==> config.mk <==
export PLATFORM = sky130hd
export DESIGN_NAME = cut_bist_driver
export DESIGN_NICKNAME = d
export VERILOG_FILES = /design/src/rtl/cut_bist_driver.sv
export SDC_FILE = /design/constraint.sdc
export NUM_CORES = 1
export LEC_CHECK = 0
export CAP_MARGIN = 20
export CORE_UTILIZATION = 36
export CTS_CLUSTER_DIAMETER = 60
export DETAILED_ROUTE_END_ITERATION = 8
export GPL_TIMING_DRIVEN = 0
export MAX_ROUTING_LAYER = met4
export PLACE_DENSITY = 0.63
export SLEW_MARGIN = 25
export SYNTH_ARGS = -nofsm -noshare
export SYNTH_HDL_FRONTEND = slang
export SYNTH_SLANG_ARGS = --single-unit
==> constraint.sdc <==
create_clock -name clk -period 1.9 [get_ports clk]
set_input_delay 0.38 -clock clk [delete_from_list [all_inputs] [get_ports clk]]
set_output_delay 0.38 -clock clk [all_outputs]
set_load 0.01 [all_outputs]
==> src/rtl/cut_bist_driver.sv <==
// LFSR pattern generator + MISR response compactor driving a combinational CUT.
// Optional `CUT_PIPE_EN registers resp_in and adds a one-cycle DRAIN state.
module cut_bist_driver #(
    parameter int                    IN_W      = 14,
    parameter int                    OUT_W     = 8,
    parameter int                    N_PAT     = 256,
    parameter logic [IN_W-1:0]       LFSR_TAPS = 14'h2015,
    parameter logic [IN_W-1:0]       LFSR_SEED = 14'h0001,
    parameter logic [OUT_W-1:0]      MISR_POLY = 8'h1D,
    parameter logic [OUT_W-1:0]      MISR_SEED = 8'h00
) (
    input  logic             clk,
    input  logic             rst,
    input  logic             start,
    input  logic [OUT_W-1:0] golden_sig,
    input  logic [OUT_W-1:0] resp_in,
    output logic [IN_W-1:0]  pat_out,
    output logic             busy,
    output logic             done,
    output logic [OUT_W-1:0] sig,
    output logic             pass
);

    localparam int CNT_W = $clog2(N_PAT + 1);
    // An all-zero seed would lock the LFSR, so it is forced to 1.
    localparam logic [IN_W-1:0]  SEED_EFF = (LFSR_SEED == '0) ? IN_W'(1) : LFSR_SEED;
    localparam logic [CNT_W-1:0] LAST_CNT = CNT_W'(N_PAT - 1);

    typedef enum logic [1:0] {
        ST_IDLE,
        ST_RUN,
        ST_DRAIN,
        ST_DONE
    } state_t;

    state_t             state_q, state_d;
    logic [IN_W-1:0]    pat_q, pat_d;
    logic [OUT_W-1:0]   sig_q, sig_d;
    logic [CNT_W-1:0]   cnt_q, cnt_d;
    logic [IN_W-1:0]    lfsr_nxt;
    logic [OUT_W-1:0]   misr_shift;
    logic [OUT_W-1:0]   misr_resp;

    always_comb begin
        lfsr_nxt = (pat_q >> 1) ^ (pat_q[0] ? LFSR_TAPS : '0);
    end

    always_comb begin
        misr_shift = {sig_q[OUT_W-2:0], 1'b0} ^ (sig_q[OUT_W-1] ? MISR_POLY : '0);
    end

`ifdef CUT_PIPE_EN
    logic [OUT_W-1:0] resp_q, resp_d;
    logic             absorb_q, absorb_d;

    always_comb begin
        resp_d   = resp_in;
        absorb_d = (state_q == ST_RUN);
    end

    always_ff @(posedge clk) begin
        if (rst) begin
            resp_q   <= '0;
            absorb_q <= 1'b0;
        end else begin
            resp_q   <= resp_d;
            absorb_q <= absorb_d;
        end
    end

    assign misr_resp = resp_q;
`else
    assign misr_resp = resp_in;
`endif

    always_comb begin
        state_d = state_q;
        pat_d   = pat_q;
        sig_d   = sig_q;
        cnt_d   = cnt_q;
`ifdef CUT_PIPE_EN
        // Registered responses lag the pattern by one cycle.
        if (absorb_q) begin
            sig_d = misr_shift ^ misr_resp;
        end
`endif
        case (state_q)
            ST_IDLE, ST_DONE: begin
                if (start) begin
                    pat_d   = SEED_EFF;
                    sig_d   = MISR_SEED;
                    cnt_d   = '0;
                    state_d = ST_RUN;
                end
            end
            ST_RUN: begin
`ifndef CUT_PIPE_EN
                sig_d = misr_shift ^ misr_resp;
`endif
                pat_d = lfsr_nxt;
                cnt_d = cnt_q + 1'b1;
                if (cnt_q == LAST_CNT) begin
`ifdef CUT_PIPE_EN
                    state_d = ST_DRAIN;
`else
                    state_d = ST_DONE;
`endif
                end
            end
            ST_DRAIN: begin
                state_d = ST_DONE;
            end
            default: begin
                state_d = ST_IDLE;
            end
        endcase
    end

    always_ff @(posedge clk) begin
        if (rst) begin
            state_q <= ST_IDLE;
            pat_q   <= SEED_EFF;
            sig_q   <= MISR_SEED;
            cnt_q   <= '0;
        end else begin
            state_q <= state_d;
            pat_q   <= pat_d;
            sig_q   <= sig_d;
            cnt_q   <= cnt_d;
        end
    end

    assign pat_out = pat_q;
    assign sig     = sig_q;
    assign busy    = (state_q == ST_RUN) || (state_q == ST_DRAIN);
    assign done    = (state_q == ST_DONE);
    assign pass    = done && (sig_q == golden_sig);

endmodule

# Yosys cells after proc, flatten, opt, wreduce, memory -nomap -nowiden
# Index checks and enable logic that the tools add are counted.
[word_totals]
elab_cells = 33
input_bits = 19
reg_bits = 33
[op_classes]
add_sub_neg = 1
reduce_logical = 7
muxes = 11
eq_ne = 7
bitwise = 3
[op_table]
columns = ["operator", "n"]
rows = [
  ["two-way mux 14 bit", 2],
  ["one-hot mux 14 bit (2 select lines)", 1],
  ["one-hot mux 9 bit (2 select lines)", 1],
  ["one-hot mux 8 bit (2 select lines)", 1],
  ["bitwise XOR 13 x 14 -> 14 bit", 1],
  ["adder 9 x 1 -> 9 bit, second input constant", 1],
  ["== test 9 x 8 -> 1 bit, second input constant", 1],
  ["two-way mux 9 bit", 1],
  ["== test 8 bit", 1],
  ["two-way mux 8 bit", 1],
  ["bitwise XOR 8 x 5 -> 8 bit", 1],
  ["bitwise XOR 8 bit", 1],
  ["one-hot mux 2 bit (3 select lines)", 1],
  ["two-way mux 5 bit", 1],
  ["== test 2 bit, second input constant", 2],
  ["two-way mux 2 bit", 2],
  ["!= test 2 bit, second input constant", 2],
  ["AND reduction 2 bit", 2],
  ["== test 2 x 1 -> 1 bit, second input constant", 1],
  ["logical NOT 2 bit", 1],
  ["nonzero test 2 bit", 1],
  ["OR reduction 2 bit", 1],
  ["logical AND 1 bit", 1],
  ["logical OR 1 bit", 1],
]

# Longest topological paths before layout
# Gate-level depths: netlist (run 1).
[logic_depth]
depth_word = 4
depth_mapped = 8
mapped_depth_nobuf = 7

# Least setup slack after synthesis (run 1)
# No wires, ideal clock.
[synth_timing]
path_kind = "flip-flop to flip-flop"
start = "register state_q[1]"
end = "register pat_q[0], in the netlist pat_out[0]"
stages_incl_launch_ff = 7
setup_time_ns = 0.132
slack_ns = 0.259
required_time_ns = 1.768
arrival_time_ns = 1.509
cell_sequence = "dfxtp_1 -> inv_1 -> ha_1 -> mux2i_1 -> buf_6 -> nor3_1 -> or3b_2"
[synth_between]
elab_chain_cells = 4
[synth_rtl]
columns = ["element", "line_no", "text"]
rows = [
  ["start: declaration", "36", "state_t state_q, state_d;"],
  ["start signal: assignment", "126", "state_q <= state_d;"],
  ["== test 2 bit or logical NOT 2 bit (tied branches)", "87", "case (state_q)"],
  ["OR reduction 2 bit", "87", ""],
  ["!= test 2 bit (no line) or nonzero test 2 bit (tied branches)", "n/a", ""],
  ["AND reduction 2 bit (no line)", "n/a", ""],
  ["end signal: assignment", "127", "pat_q <= pat_d;"],
  ["end: declaration", "37", "logic [IN_W-1:0] pat_q, pat_d;"],
]
# Several ways; a longest one is shown, not always the timed one.
# A chain may end at the register's enable or synchronous reset.

# Final worst setup path (run 1)
[layout_timing]
start = "input port golden_sig[5]"
end = "output port pass"
[layout_between]
elab_chain_cells = 2
[layout_rtl]
columns = ["element", "line_no", "text"]
rows = [
  ["start: declaration", "15", "input logic [OUT_W-1:0] golden_sig,"],
  ["== test 8 bit", "137", "assign pass = done && (sig_q == golden_sig);"],
  ["logical AND 1 bit", "137", ""],
  ["end: declaration", "21", "output logic pass"],
]
# Every way passes these cells.

==> flow_summary_export.csv, run 1 <==
group,metric,value,unit
synthesis,synth_area_leaders,"dfxtp_1 42%, a32oi_1 13%, nor2_1 6.3%",
synthesis,synth_top_family_by_area,"compound AO/OA/AOI/OAI gates",
final_layout,fill_cells,386,
floorplanning,fp.coreArea,0.00409,mm2
synthesis,ys_async_sr_fraction,0,%
global_route,grt_pass1_wl,6200,um
final_layout,layout_common_cells,"40 x clkdlybuf4s50_1, 32 x dfxtp_1, 26 x nor2_1, 23 x a32oi_1",
route,viasPerCell,5.30,
global_route,grt_usage,18.7,%
route,first_pass_iters,4,
power,p_per_area,1120,mW/mm2
final_layout,area_growth,38.3,%
critical_path,r2r-end,"pat_out[0]",
floorplanning,die-area,0.00459,mm2
timing,period_share,95.1,%
global_route,grt_pass1_vias,1330,
cts,cts_buffer_depth,2,
floorplanning,fp.dieH,67.8,um
worst_hold_path,hold_path.startpoint,"rst",
final_layout,finalNetCount,237,
critical_path,worst-setup-path-type,"input port to primary output",
synthesis,synth_nets,189,
place,dp_hpwl,2800,um
route,drtAntennaViolNets,0,
synthesis,synth_edf_count,0,
synthesis,synth_mux_area_share,0.643,%
floorplanning,io_pins,44,
synthesis,synth_cell_type_count,28,
floorplanning,fp-row-count,23,
power,leakagePower,0.775,nW
run,cap_violations,0,
place,gp_routability_congestion,0.783,
cts,ctsHoldBuffers,0,
synthesis,synth_top_cell_by_area,"dfxtp_1",
synthesis,synthDominantCellAreaShare,42.4,%
timing,fin_skew,6.75,ps
power,power,2.40,mW
place,io_buffer_count,42,
floorplanning,start_util,38.1,%
timing,tightest_slew,667,ps
worst_hold_path,holdPathStages,2,
synthesis,syn_area,0.00156,mm2
critical_path,reg2reg_depth,6,
timing,finalHoldViolCount,0,
global_route,grt_max_degree,11,
worst_hold_path,min_path_type,"input port to flop",
synthesis,ys_seq_elements,33,
global_route,overflow,0,
timing,drv_slew,0,
route,routed_wl,3850,um
cts,ctsRootBufferMaster,"clkbuf_8",
global_route,antenna_found_initial,0,
synthesis,synth_xor_area_share,13.6,%
floorplanning,die_w,67.8,um
cts,ctsHtreeMaxLevel,2,
final_layout,num_antenna_cells,0,
synthesis,synth_area_per_cell,9.38,um2
timing,min_period,1810,ps
final_layout,final_common_cell,"clkdlybuf4s50_1",
cts,cts-buffers-inserted,5,
cts,clk_latency,280,ps
critical_path,crit_required,1520,ps
timing,slew_headroom,55.4,%
timing,rsz0062_at_grt,"true",
cts,cts_num_sinks,33,
synthesis,syn-instance-count,166,
critical_path,cp_max_fo,1,
timing,setup_violations,0,
final_layout,postLayoutCoreUtil,52.7,%
cts,clkTransAtPathRegs,60,ps
synthesis,ys_seq_area_share,42.4,%
run_status,outcome,"completed",
synthesis,synth_flop_cell,"dfxtp_1",
critical_path,critPathLaunchType,"input port",
route,drc,0,
synthesis,synthAdderAreaFrac,3.22,%
route,wire_per_inst,14.5,um
timing,fmax,553,MHz
critical_path,end_kind,"primary output",
critical_path,r2r_start,"state_q[1]",
critical_path,reg2reg_setup_slack,130,ps
route,vias,1404,
worst_hold_path,hold-path-endpoint,"pat_out[11]",
power,max-vdd-ir-drop,0.575,mV
route,drt_iter0_drc,44,
cts,post-cts-setup-buffers,0,
critical_path,critPathArrivalTime,1430,ps
cts,cts_tree,"yes",
final_layout,drive_gt1_share,8.37,%
synthesis,ys_warn_count,0,
synthesis,synth-simple-area-share,14.5,%
synthesis,synth_compound_area_share,19.5,%
## registers in the layout, indices dropped and copies added, names as in the netlist
| name | flops |
|---|---|
| cnt_q | 9 |
| sig | 8 |
| state_q | 2 |
| pat_out | 14 |
## layer usage
layer  track usage, %  vias to the layer above  share of wire, %
met5                -                        -                 0
met3             4.73                        5               3.2
met2             29.7                       31                49
met1             22.9                      669                47
met4             5.85                        0              0.88
li1                 -                      699                 -
## worst max-delay path by stage
| stage | slack (ps) | end | start | cells past startpoint |
|---|---|---|---|---|
| global route | -20 | pat_out[0] | state_q[1] | 6 |
| CTS | 80 | pass | golden_sig[4] | 5 |
| finish | 90 | pass | golden_sig[5] | 5 |
| floorplan | 260 | pat_out[0] | state_q[1] | 6 |
| global placement | -310 | pass | golden_sig[4] | 5 |
| detailed placement | -340 | pass | golden_sig[4] | 5 |
## logic make-up after synthesis
group | Yosys count
buffers and inverters | 21
adders and majority gates | 4
muxes | 1
xor gates and xnor gates | 19
AOI/OAI and AO/OA | 40
DFF | 33
and+or+nand+nor | 48
## timing repair
| item | 4_1_cts | 5_1_grt |
|---|---|---|
| endpoints found under the hold margin | 0 | 0 |
| endpoints found under the setup margin | 2 | 5 |
| resized for setup | 6 | 5 |
## report_power, final
group | internal (mW) | total [mW] | switching [mW] | leakage [nW]
clock | 0.428 | 0.687 | 0.259 | 0.0585
sequential | 0.773 | 0.863 | 0.0899 | 0.268
combinational | 0.407 | 0.853 | 0.446 | 0.448
## cell type report
cell class                 instances  area (um2)  area share (%)
multi-input combinational        112         802            37.3
sequential                        33         662            30.8
timing repair buffer              42         414            19.2
clock buffer                       7        86.3            4.01
buffer                            13        68.8            3.20
tap                               50        62.6            2.91
clock inverter                     1        30.0            1.40
inverter                           7        26.3            1.22
## per-stage QoR
step	hold slack, ps	setup WS, ps	instances	cell area (um2)	setup TNS [ps]
2_1_floorplan	452	259	166	1560	0
3_5_place_dp	473	-336	258	2040	-336
4_1_cts	454	75.2	265	2150	0
5_1_grt	471	-18.4	265	2150	-24.6
6_report	440	92.7	265	2150	0
3_3_place_gp	463	-309	258	2040	-309
## cells in the mapped netlist, drive strengths merged, types with 4 or more instances
library cell	count
or4	4
clkbuf	6
inv	7
xnor2	8
dfxtp	33
buf	8
nand3	4
o31ai	4
a21oi	8
xor2	8
nor2	26
a32oi	23
ha	4
nand2	4
## critical path, stage by stage
cell and delay, ps:
clkdlybuf4s50_1 470, xnor2_1 120, nand3_1 100, nor3_1 190, buf_2 160
Power figures use the tool's default switching activity.
==> run 2: changes to the inputs <==
--- a/config.mk
+++ b/config.mk
@@ -5,7 +5,7 @@
 export SDC_FILE = /design/constraint.sdc
 export NUM_CORES = 1
 export LEC_CHECK = 0
-export CAP_MARGIN = 20
+export CAP_MARGIN = 30
 export CORE_UTILIZATION = 36
 export CTS_CLUSTER_DIAMETER = 60
 export DETAILED_ROUTE_END_ITERATION = 8
==> constraint.sdc (replaced) <==
create_clock -name clk -period 2 [get_ports clk]
set_input_delay 0.4 -clock clk [delete_from_list [all_inputs] [get_ports clk]]
set_output_delay 0.4 -clock clk [all_outputs]
set_load 0.01 [all_outputs]
==> run 2 against run 1 <==
Effect of this change: clock-buffer cell count unchanged; power down 5.5%; via count down 0.14%; clock skew about the same; combinational power down 6.2%; sequential power down 5.1%; critical endpoint unchanged; largest power group unchanged; highest routed layer unchanged.
==> flow_summary_export.csv, run 2 (same netlist as run 1, synthesis figures left out) <==
group,metric,value,unit
cts,post-cts-setup-buffers,0,
critical_path,crit_required,1600,ps
floorplanning,fp.dieH,67.8,um
critical_path,reg2reg_setup_slack,220,ps
critical_path,end_kind,"primary output",
critical_path,cp_max_fo,1,
power,max-vdd-ir-drop,0.496,mV
final_layout,num_antenna_cells,0,
cts,cts-buffers-inserted,5,
place,io_buffer_count,42,
critical_path,worst-setup-path-type,"input port to primary output",
timing,rsz0062_at_grt,"false",
route,drc,0,
critical_path,critPathLaunchType,"input port",
cts,cts_tree,"yes",
critical_path,slowest_delay,470,ps
critical_path,cp_slowest_cell,"clkdlybuf4s50_1",
final_layout,multi_input_area,802,um2
floorplanning,fp-row-count,23,
final_layout,fill_cells,385,
critical_path,crit_chain,"clkdlybuf4s50_1 > xnor2_1 > nand3_1 > nor3_1 > clkbuf_2",
power,power,2.27,mW
route,wire_per_inst,14.4,um
final_layout,finalNetCount,237,
global_route,grt_usage,18.7,%
power,leakagePower,0.771,nW
global_route,grt_max_degree,11,
cts,cts_num_sinks,33,
power,p_per_area,1060,mW/mm2
critical_path,r2r-end,"pat_out[0]",
run,cap_violations,0,
place,dp_hpwl,2800,um
timing,setup_violations,0,
floorplanning,die_w,67.8,um
timing,drv_slew,0,
final_layout,seq_area,662,um2
timing,fmax,538,MHz
place,gp_routability_congestion,0.783,
worst_hold_path,min_path_type,"input port to flop",
floorplanning,die-area,0.00459,mm2
timing,fin_skew,6.37,ps
cts,clkTransAtPathRegs,60,ps
global_route,antenna_found_initial,0,
critical_path,crit_end,"pass",
route,first_pass_iters,4,
cts,ctsHtreeMaxLevel,2,
timing,tightest_slew,626,ps
global_route,overflow,0,
run_status,outcome,"completed",
route,routed_wl,3810,um
timing,fin_tns_setup,0,ps
final_layout,drive_gt1_share,8.37,%
cts,clk_latency,280,ps
timing,slew_headroom,58.2,%
final_layout,largest_register_ffs,14,
final_layout,area_growth,37.9,%
global_route,grt_pass1_wl,6200,um
global_route,grt_pass1_vias,1330,
route,vias,1402,
final_layout,layout_common_cells,"40 x clkdlybuf4s50_1, 32 x dfxtp_1, 26 x nor2_1, 23 x a32oi_1",
route,viasPerCell,5.29,
timing,timing.hold.ws,453,ps
final_layout,final_common_cell,"clkdlybuf4s50_1",
critical_path,crit_start,"golden_sig[5]",
critical_path,r2r_start,"state_q[1]",
critical_path,reg2reg_depth,6,
critical_path,critPathArrivalTime,1460,ps
timing,min_period,1860,ps
floorplanning,start_util,38.1,%
timing,finalHoldViolCount,0,
route,drtAntennaViolNets,0,
floorplanning,io_pins,44,
floorplanning,fp.coreArea,0.00409,mm2
final_layout,final_cells,265,
timing,period_share,93.0,%
cts,ctsRootBufferMaster,"clkbuf_8",
cts,cts_buffer_depth,2,
place,place_inst,258,
route,drt_iter0_drc,41,
## run 2: cell count changes in the layout (fill, tap and decap cells not counted)
| cell | previous run | this run |
|---|---|---|
| buf_2 | 5 | 6 |
| buf_1 | 2 | 1 |
| buf_4 | 2 | 0 |
| clkbuf_2 | 0 | 1 |
| clkbuf_1 | 5 | 6 |
## run 2: how the worst min path moves through the flow
stage	slack, ps	endpoint	cells past startpoint	from
2_1_floorplan	450	cnt_q[6]	2	cnt_q[6]
3_3_place_gp	460	cnt_q[7]	2	cnt_q[7]
3_5_place_dp	470	cnt_q[6]	2	cnt_q[6]
4_1_cts	470	pat_out[11]	2	rst
5_1_grt	490	pat_out[11]	2	rst
6_report	450	pat_out[11]	2	rst
## run 2: repair_timing
action / CTS / global route
hold buffers: 0 / 0
gates resized for setup: 3 / 2
endpoints found under the setup margin: 2 / 1
gates cloned: 0 / 0
## run 2: layout make-up
class / instances / share of cell area [%]
buffer: 13 / 2.97
clock buffer: 7 / 4.02
clock inverter: 1 / 1.40
inverter: 7 / 1.22
multi-input combinational: 112 / 37.4
sequential: 33 / 30.8
tap: 50 / 2.91
timing repair buffer: 42 / 19.3
## run 2: worst max-delay path: cells and delay by family
family                    cells  cell delay [ps]
buffers and inverters         2              640
and+or+nand+nor               2              300
xor gates and xnor gates      1              120
## run 2: where the power goes
part / switching [mW] / leakage, nW / total, mW / internal, mW
sequential: 0.0847 / 0.268 / 0.819 / 0.734
clock: 0.245 / 0.0585 / 0.651 / 0.406
combinational: 0.421 / 0.445 / 0.800 / 0.379
## run 2: per-layer routing
| layer | part of all wire (%) | GRT usage (%) | wire, um |
|---|---|---|---|
| met1 | 47 | 22.9 | 1800 |
| met2 | 48 | 29.7 | 1830 |
| met3 | 3.5 | 4.73 | 134 |
| met4 | 1.1 | 5.85 | 41 |
| met5 | 0 | - | 0 |
## run 2: metrics by stage
stage | utilization, % | setup WS (ps) | cell area [um2]
after floorplan | - | 359 | 1560
after global placement | 49.9 | -249 | 2040
after detailed placement | 49.9 | -276 | 2040
after CTS | 52.6 | 0.716 | 2150
after global routing | 52.5 | 79.4 | 2150
final | 52.5 | 140 | 2150
